$ cat config.mk
export PLATFORM = sky130hd
export DESIGN_NAME = data_mem_responder
export DESIGN_NICKNAME = d
export VERILOG_FILES = /design/src/rtl/mem_if_pkg.sv /design/src/rtl/be_merge.sv /design/src/rtl/data_mem_responder.sv
export SDC_FILE = /design/constraint.sdc
export NUM_CORES = 2
export LEC_CHECK = 0
export ABC_CLOCK_PERIOD_IN_PS = 11800
export BUFFER_PORTS_ARGS = -buffer_cell sky130_fd_sc_hd__buf_2
export CAP_MARGIN = 5
export CELL_PAD_IN_SITES_DETAIL_PLACEMENT = 0
export CELL_PAD_IN_SITES_GLOBAL_PLACEMENT = 1
export CORE_MARGIN = 4
export CORE_UTILIZATION = 39
export CTS_CLUSTER_SIZE = 24
export DETAILED_ROUTE_END_ITERATION = 10
export GPL_ROUTABILITY_DRIVEN = 0
export PLACE_DENSITY_LB_ADDON = 0.3
export SYNTH_ARGS = -nofsm -noshare
export SYNTH_HDL_FRONTEND = slang
export SYNTH_SLANG_ARGS = --single-unit
$ cat constraint.sdc
create_clock -name clk -period 11.8 [get_ports clk]
set_clock_uncertainty 0.2 [all_clocks]
set_input_delay 2.36 -clock clk [delete_from_list [all_inputs] [get_ports clk]]
set_output_delay 2.36 -clock clk [all_outputs]
set_load 0.02 [all_outputs]
$ cat src/rtl/mem_if_pkg.sv
// mem_if_pkg: shared state encoding, op codes and byte-lane width helper for the data-memory responder
package mem_if_pkg;

    typedef enum logic [1:0] {
        ST_INIT = 2'd0,
        ST_IDLE = 2'd1,
        ST_WAIT = 2'd2,
        ST_RESP = 2'd3
    } state_t;

    localparam logic OP_RD = 1'b0;
    localparam logic OP_WR = 1'b1;

    function automatic int be_width(input int data_w);
        return data_w / 8;
    endfunction

endpackage

$ cat src/rtl/be_merge.sv
// be_merge: per-byte-lane select between the stored word and incoming write data
module be_merge
    import mem_if_pkg::*;
#(
    parameter int DATA_W = 32,
    localparam int BE_W = be_width(DATA_W)
) (
    input  logic [DATA_W-1:0] old_word,
    input  logic [DATA_W-1:0] wdata,
    input  logic [BE_W-1:0]   be,
    output logic [DATA_W-1:0] new_word
);

    for (genvar i = 0; i < BE_W; i++) begin : g_lane
        assign new_word[8*i +: 8] = be[i] ? wdata[8*i +: 8] : old_word[8*i +: 8];
    end

endmodule

$ cat src/rtl/data_mem_responder.sv
// data_mem_responder: clocked word store with 4-phase ready handshake, byte enables, wait states and post-reset clear
module data_mem_responder
    import mem_if_pkg::*;
#(
    parameter int ADDR_W   = 6,
    parameter int DATA_W   = 32,
    parameter int WAIT_CYC = 2,
    localparam int BE_W = be_width(DATA_W)
) (
    input  logic              clk,
    input  logic              rst,
    input  logic [ADDR_W-1:0] Mem_Addr,
    input  logic              Mem_Read,
    input  logic              Mem_Write,
    input  logic [BE_W-1:0]   Mem_BE,
    input  logic [DATA_W-1:0] M_W_Data,
    output logic [DATA_W-1:0] M_R_Data,
    output logic              Mem_Ready,
    output logic              Mem_Err,
    output logic              Mem_Busy
);

    localparam int DEPTH = 2 ** ADDR_W;
    localparam int CNT_W = (WAIT_CYC > 0) ? $clog2(WAIT_CYC + 1) : 1;

    state_t            state, state_n;
    logic [ADDR_W-1:0] clr_addr, addr;
    logic [DATA_W-1:0] wdata, merged;
    logic [DATA_W-1:0] mem [DEPTH];
    logic [BE_W-1:0]   be;
    logic              op;
    logic [CNT_W-1:0]  cnt;
    logic              req, clash, access, clearing;

    assign req      = Mem_Read | Mem_Write;
    assign clash    = Mem_Read & Mem_Write;
    assign access   = (state == ST_WAIT) && (cnt == '0);
    assign clearing = (state == ST_INIT);

    be_merge #(.DATA_W(DATA_W)) u_be_merge (
        .old_word (mem[addr]),
        .wdata    (wdata),
        .be       (be),
        .new_word (merged)
    );

    // next-state: clear sweep, accept, wait countdown, hold response until both requests drop
    always_comb begin
        state_n = state;
        case (state)
            ST_INIT: state_n = (&clr_addr) ? ST_IDLE : ST_INIT;
            ST_IDLE: state_n = !req ? ST_IDLE : clash ? ST_RESP : ST_WAIT;
            ST_WAIT: state_n = (cnt == '0) ? ST_RESP : ST_WAIT;
            ST_RESP: state_n = req ? ST_RESP : ST_IDLE;
            default: state_n = ST_INIT;
        endcase
    end

    // state register
    always_ff @(posedge clk) begin
        state <= rst ? ST_INIT : state_n;
    end

    // request latching, wait counter, clear counter and registered outputs
    always_ff @(posedge clk) begin
        if (rst) begin
            clr_addr  <= '0;
            M_R_Data  <= '0;
            Mem_Ready <= 1'b0;
            Mem_Err   <= 1'b0;
            Mem_Busy  <= 1'b1;
        end else begin
            Mem_Ready <= (state_n == ST_RESP);
            Mem_Busy  <= (state_n == ST_INIT);
            if (clearing) clr_addr <= clr_addr + 1'b1;
            if (state == ST_IDLE && req) begin
                addr    <= Mem_Addr;
                wdata   <= M_W_Data;
                be      <= Mem_BE;
                op      <= Mem_Write ? OP_WR : OP_RD;
                cnt     <= CNT_W'(WAIT_CYC);
                Mem_Err <= clash;
            end
            if (state == ST_WAIT && cnt != '0) cnt <= cnt - 1'b1;
            if (access && op == OP_RD) M_R_Data <= mem[addr];
        end
    end

    // single write port shared by the post-reset clear and byte-lane writes; reset discards a pending write
    always_ff @(posedge clk) begin
        if (!rst && (clearing || (access && op == OP_WR)))
            mem[clearing ? clr_addr : addr] <= clearing ? '0 : merged;
    end

endmodule

== Yosys cells after proc, flatten, opt, wreduce, memory -nomap -nowiden ==
Memories as Yosys holds them, arrays and structs flattened. A register that Yosys moved wholly into a read port is not among the register bits.
Index checks and enable logic that the tools add are counted.
Widths: inputs -> output; s select.
Storage, ports and cells
  bits in registers: 88
  latch bits: 0
  memory bits (writable): 2048
  memory bits (read-only): 0
  output and inout bits: 35
  word-level logic and storage cells: 56
  memories: 1
Cells by class
  $add $sub $neg: 2
  multiply operators: 0
  div/mod/pow operators: 0
  order comparisons: 0
  equality and inequality tests: 4
  shifts and indexed selects: 0
  multiplexer cells: 18
  bitwise gates (word level): 4
  reductions and logical operators: 16
Memory list
  mem: depth 64, width 32, rd ports 1, clocked after Yosys merged registers in 1, wr ports 1, RTL line data_mem_responder.sv:29  | logic [DATA_W-1:0] mem [DEPTH];
Operator list (count)
  $mux 32: 1
  $mux 8: 4
  $mux 6: 2
  $mux 2: 4
  $pmux 2 s4: 1
  $add 6x1->6 const B: 1
  $eq 2x2->1 const B: 3
  $logic_and 1x1->1: 6
  $logic_not 2->1: 3
  $mux 1: 6
  $reduce_and 6->1: 1
  $reduce_and 2->1: 2
  $reduce_bool 2->1: 2
  $eq 2x1->1 const B: 1
  $not 1->1: 2
  $sub 2x1->2 const B: 1
  $and 1x1->1: 1
  $logic_not 1->1: 1
  $logic_or 1x1->1: 1
  $or 1x1->1: 1

== Logic depth before layout (Yosys ltp) ==
  depth after elaboration: 7
  mapped depth: 11
  mapped depth without buffers: 7

== Cells and area by module ==
A second synthesis with hierarchy kept.
Unflattened totals
  cells, all modules: 4639
  area total of the unflattened synthesis: 83395.0 µm²
By module, submodules not included
  data_mem_responder: instances 1, cells each 4603, area an instance 82869.5 µm², seq. area each 63831.2 µm²
  be_merge: instances 1, cells each 36, area an instance 525.5 µm², seq. area each 0.0 µm²

== Worst setup path before layout ==
OpenSTA, ideal clock, no wires.
  path type: register to register
  from: register with a tool-made name
  to: memory mem[0][4], data pin
  setup time: 0.906 ns
  arrival time: 5.184 ns
  required time: 10.694 ns
  path slack: 5.510 ns
  cell stages (with the launch flop): 10
  clock period less this slack: 6.290 ns
  path through: dfxtp_1 -> buf_6 -> buf_6 -> buf_6 -> buf_4 -> mux2i_1 -> a22oi_1 -> a31o_2 -> a21oi_1 -> o41ai_1
RTL lines (RTL line)
  end: declaration: data_mem_responder.sv:29

==> results.json <==
{
  "internal_power_w": 0.0119,
  "rsz0062_at_grt": "no",
  "synth-adder-area-share_pct": 0.0605,
  "antenna_found_initial": 11,
  "layout.cells.non_filler": 7253,
  "dominantRegCellSynth": "sky130_fd_sc_hd__edfxtp_1",
  "worstSkewPairLatency_ns": 0.85,
  "initial_utilization_pct": 39.3,
  "synth_edf_count": 2093,
  "worst_setup_hold_path_clk_slew_ns": 0.06,
  "first_global_vias": 40412,
  "cts_buffers": 209,
  "hold_path.startpoint": "M_R_Data[11]$_SDFFE_PP0P_",
  "share_seq_of_total_power_pct": 55.7,
  "std_cell_rows": 168,
  "synth_cells": 4064,
  "cts.sinks": 2142,
  "timing.critical_path.mode_cell": "sky130_fd_sc_hd__buf_12",
  "synth.area.top_cells": "sky130_fd_sc_hd__edfxtp_1 (76%), sky130_fd_sc_hd__mux4_2 (8.8%), sky130_fd_sc_hd__mux2i_1 (5.2%), sky130_fd_sc_hd__a22oi_1 (1.2%), sky130_fd_sc_hd__dfxtp_1 (1.2%)",
  "first_pass_iters": 6,
  "setup_ws_ns": 6.40,
  "clock_tree.root_cell": "sky130_fd_sc_hd__clkbuf_16",
  "layout-area-overhead-vs-synth_pct": 13.6,
  "synth.ff_latch_count": 2142,
  "worstHoldPathType": "register to register",
  "p_switching_w": 0.00287,
  "postCtsHoldBufs": 0,
  "setup_viol": 0,
  "clock_power_share_pct": 43.9,
  "synth_top_family_by_area": "multiplexers",
  "number_of_buffers_between_clock_root_and_the_deepest_sink": 3,
  "hpwlAfterDp_um": 135000,
  "worst-r2r-setup-slack_ns": 6.40,
  "synthesis.nets": 4114,
  "category_of_the_worst_setup_path_capture_point": "register",
  "r2r-end": "mem[13][2]$_DFFE_PP_",
  "layout.filler_cells": 17690,
  "die_w_um": 469,
  "yosysTopAreaCell": "sky130_fd_sc_hd__edfxtp_1",
  "reg2regPathDepth": 8,
  "die_height_um": 469,
  "clock_tree.htree_level_count": 4,
  "wl_per_cell_um": 31.1,
  "async_flop_share_pct": 0,
  "grt_max_degree": 107,
  "holdWs_ns": 0.270,
  "power.switching_fraction_pct": 19.4,
  "dieArea_mm2": 0.220,
  "power_per_cell_area_mw_per_mm2": 158,
  "cp_data_arrival_time_ns": 5.74,
  "synth_top_cell_area_share_pct": 75.9,
  "ys.warnings.count": 0,
  "buffer_ports.inserted": 80,
  "crit_required_ns": 12.14,
  "postCtsSetupRepairBufs": 0,
  "global_route_wire_length_before_repair_um": 316000,
  "fin_crit_sh_pct": 45.8,
  "timing_max_transition_violations_final": 0,
  "post_synth_num_cell_types": 60,
  "synth_sequential_area_ratio_pct": 77.1,
  "post_synthesis_compound_gate_area_fraction_pct": 4.09,
  "synth.top_cells.by_count": "sky130_fd_sc_hd__edfxtp_1 (2093), sky130_fd_sc_hd__mux2i_1 (431), sky130_fd_sc_hd__mux4_2 (325)",
  "design_area_mm2": 0.0940,
  "global_route.usage.total_pct": 20.4,
  "globalRouteOverflowTotal": 0,
  "route.detailed.drc": 0,
  "hold_path_end": "M_R_Data[11]$_SDFFE_PP0P_",
  "core_area_mm2": 0.210,
  "final-hold-violation-count": 0,
  "muxShareOfSynthArea_pct": 14.4,
  "cellLeakagePower_nw": 31.4,
  "slowest_stage_cell_cp": "sky130_fd_sc_hd__o31ai_4",
  "relative_contribution_of_combinational_cells_to_total_power_pct": 0.4,
  "crit_path_cell_trace": "buf_12, buf_12, mux2i_1, a22o_1, o41ai_1, a211oi_1, o31ai_4, buf_4",
  "critPathTopFamily": "compound AO/OA/AOI/OAI gates",
  "synth.most_common_cell": "sky130_fd_sc_hd__edfxtp_1",
  "post_cts_repair_resize_count": 0,
  "setup_total_negative_slack_ns": 0,
  "drv_cap": 0,
  "min_period_ns": 5.40,
  "status": "finished, final reports clean",
  "cts_tree": "built",
  "worst-setup-path-type": "register to register",
  "max-slew-margin-rel_pct": 16.4,
  "design.portCount": 81,
  "numPlacedInstances": 6856,
  "max-vdd-ir-drop_mv": 0.117,
  "vias": 40819,
  "synthXorXnorAreaFrac_pct": 0.0529,
  "total_wire_length_um": 225000,
  "netlist_area_before_placement_mm2": 0.0828,
  "worstSetupStartpointType": "register",
  "post_place_instance_area_mm2": 0.0873,
  "drt_iter0_drc": 4790,
  "average_cell_area_after_synthesis_um2": 20.4,
  "post_route_cells_drive_above_1_share_pct": 22.6,
  "pre_cts_slack_ns": 6.09,
  "slew_at_the_pin_closest_to_its_max_slew_limit_ns": 1.25,
  "postRouteAntennaNets": 0,
  "synth-simple-area-share_pct": 2.43,
  "nNetsFinal": 4313,
  "cp_num_buf_inv": 3,
  "hold_path_depth": 2,
  "path_max_fanout": 106,
  "fmaxAchievable_ghz": 0.185,
  "drt-vias-per-instance": 5.63,
  "max_stage_delay_on_crit_path_ns": 0.83
}
==> routing by layer <==
layer | up-vias | GRT usage, % | share of wire, %
met5 | - | 0 | 0
met4 | 0 | 7.93 | 4.2
met3 | 311 | 2.98 | 5.6
met2 | 1350 | 33.1 | 49
met1 | 21903 | 27.8 | 41
li1 | 17255 | - | -
==> kinds of logic after synthesis <==
family | after synthesis
AND/OR/NAND/NOR | 435
XOR/XNOR | 5
buffers and inverters | 245
AO/OA/AOI/OAI | 448
multiplexers | 785
flip-flops | 2142
adder cells (fa/ha/maj) | 4
==> how the worst max path moves through the flow <==
| stage | start | to | slack [ns] | depth (start not counted) |
|---|---|---|---|---|
| floorplan | register | mem[0][4]$_DFFE_PP_ | 5.51 | 9 |
| finish | register | mem[13][2]$_DFFE_PP_ | 6.40 | 8 |
| global route | register | mem[12][2]$_DFFE_PP_ | 6.04 | 8 |
| CTS | register | mem[11][6]$_DFFE_PP_ | 6.21 | 8 |
| detailed placement | rst | mem[6][21]$_DFFE_PP_ | 6.09 | 5 |
| global placement | rst | mem[6][20]$_DFFE_PP_ | 5.99 | 5 |
==> sequential cells by signal, indices dropped and copies added, names as in the netlist, named ones only <==
| signal | cells |
|---|---|
| M_R_Data | 32 |
| Mem_Busy | 1 |
| Mem_Err | 1 |
| Mem_Ready | 1 |
| addr | 6 |
| be | 4 |
| clr_addr | 6 |
| cnt | 2 |
| mem | 2048 |
| op | 1 |
| state | 2 |
| wdata | 32 |
==> cells in the final DEF, fill, tap and decap left out, types with 15 or more instances in the layout <==
master and count:
sky130_fd_sc_hd__edfxtp_1 2093, sky130_fd_sc_hd__mux2i_1 431, sky130_fd_sc_hd__mux4_2 325, sky130_fd_sc_hd__clkbuf_16 212
sky130_fd_sc_hd__nand2_1 170, sky130_fd_sc_hd__buf_4 136, sky130_fd_sc_hd__a22oi_1 132, sky130_fd_sc_hd__buf_2 80
sky130_fd_sc_hd__nor2_4 68, sky130_fd_sc_hd__a21oi_1 59, sky130_fd_sc_hd__nand3_1 59, sky130_fd_sc_hd__clkinv_1 51
sky130_fd_sc_hd__clkbuf_1 50, sky130_fd_sc_hd__dfxtp_1 43, sky130_fd_sc_hd__nor2_1 36, sky130_fd_sc_hd__clkinv_2 36
sky130_fd_sc_hd__a22o_1 34, sky130_fd_sc_hd__mux2_2 29, sky130_fd_sc_hd__o31ai_1 28, sky130_fd_sc_hd__o31ai_4 25
sky130_fd_sc_hd__a211oi_1 24, sky130_fd_sc_hd__nor2b_1 23, sky130_fd_sc_hd__a31oi_1 22, sky130_fd_sc_hd__nand4_1 20
sky130_fd_sc_hd__o2111a_1 20, sky130_fd_sc_hd__o22ai_1 17, sky130_fd_sc_hd__clkbuf_8 15
==> power by group through the flow <==
| stage | combinational, W | sequential [W] | clock (W) |
|---|---|---|---|
| floorplan | 0.0000256 | 0.00841 | 0 |
| global placement | 0.0000628 | 0.00841 | 0 |
| detailed placement | 0.0000635 | 0.00841 | 0 |
| CTS | 0.0000635 | 0.00825 | 0.00661 |
| global route | 0.0000664 | 0.00825 | 0.00693 |
| finish | 0.0000622 | 0.00825 | 0.00650 |
==> per-stage QoR <==
step	total power, W	utilization [%]
floorplan	0.00844	-
global placement	0.00848	41.5
detailed placement	0.00848	41.5
CTS	0.0149	44.7
global route	0.0152	44.7
finish	0.0148	44.7
==> worst reg2reg max path, stage by stage (launching register included) <==
cell and delay [ns]:
sky130_fd_sc_hd__dfxtp_4 0.72, sky130_fd_sc_hd__buf_12 0.61, sky130_fd_sc_hd__buf_12 0.63, sky130_fd_sc_hd__mux2i_1 0.49, sky130_fd_sc_hd__a22o_1 0.30, sky130_fd_sc_hd__o41ai_1 0.44
sky130_fd_sc_hd__a211oi_1 0.17, sky130_fd_sc_hd__o31ai_4 0.83, sky130_fd_sc_hd__buf_4 0.61
==> cell type report <==
cell class                 count  area (um^2)  share of cell area (%)
sequential                  2142        63800                    67.9
clock inverter               117          950                    1.01
antenna                        2         5.00                 0.00532
multi-input combinational   1677        18400                    19.6
clock buffer                 277         5700                    6.06
inverter                       9         36.3                  0.0386
timing repair buffer         224         1590                    1.69
tap                         2805         3510                    3.73
Power figures use the tool's default switching activity.
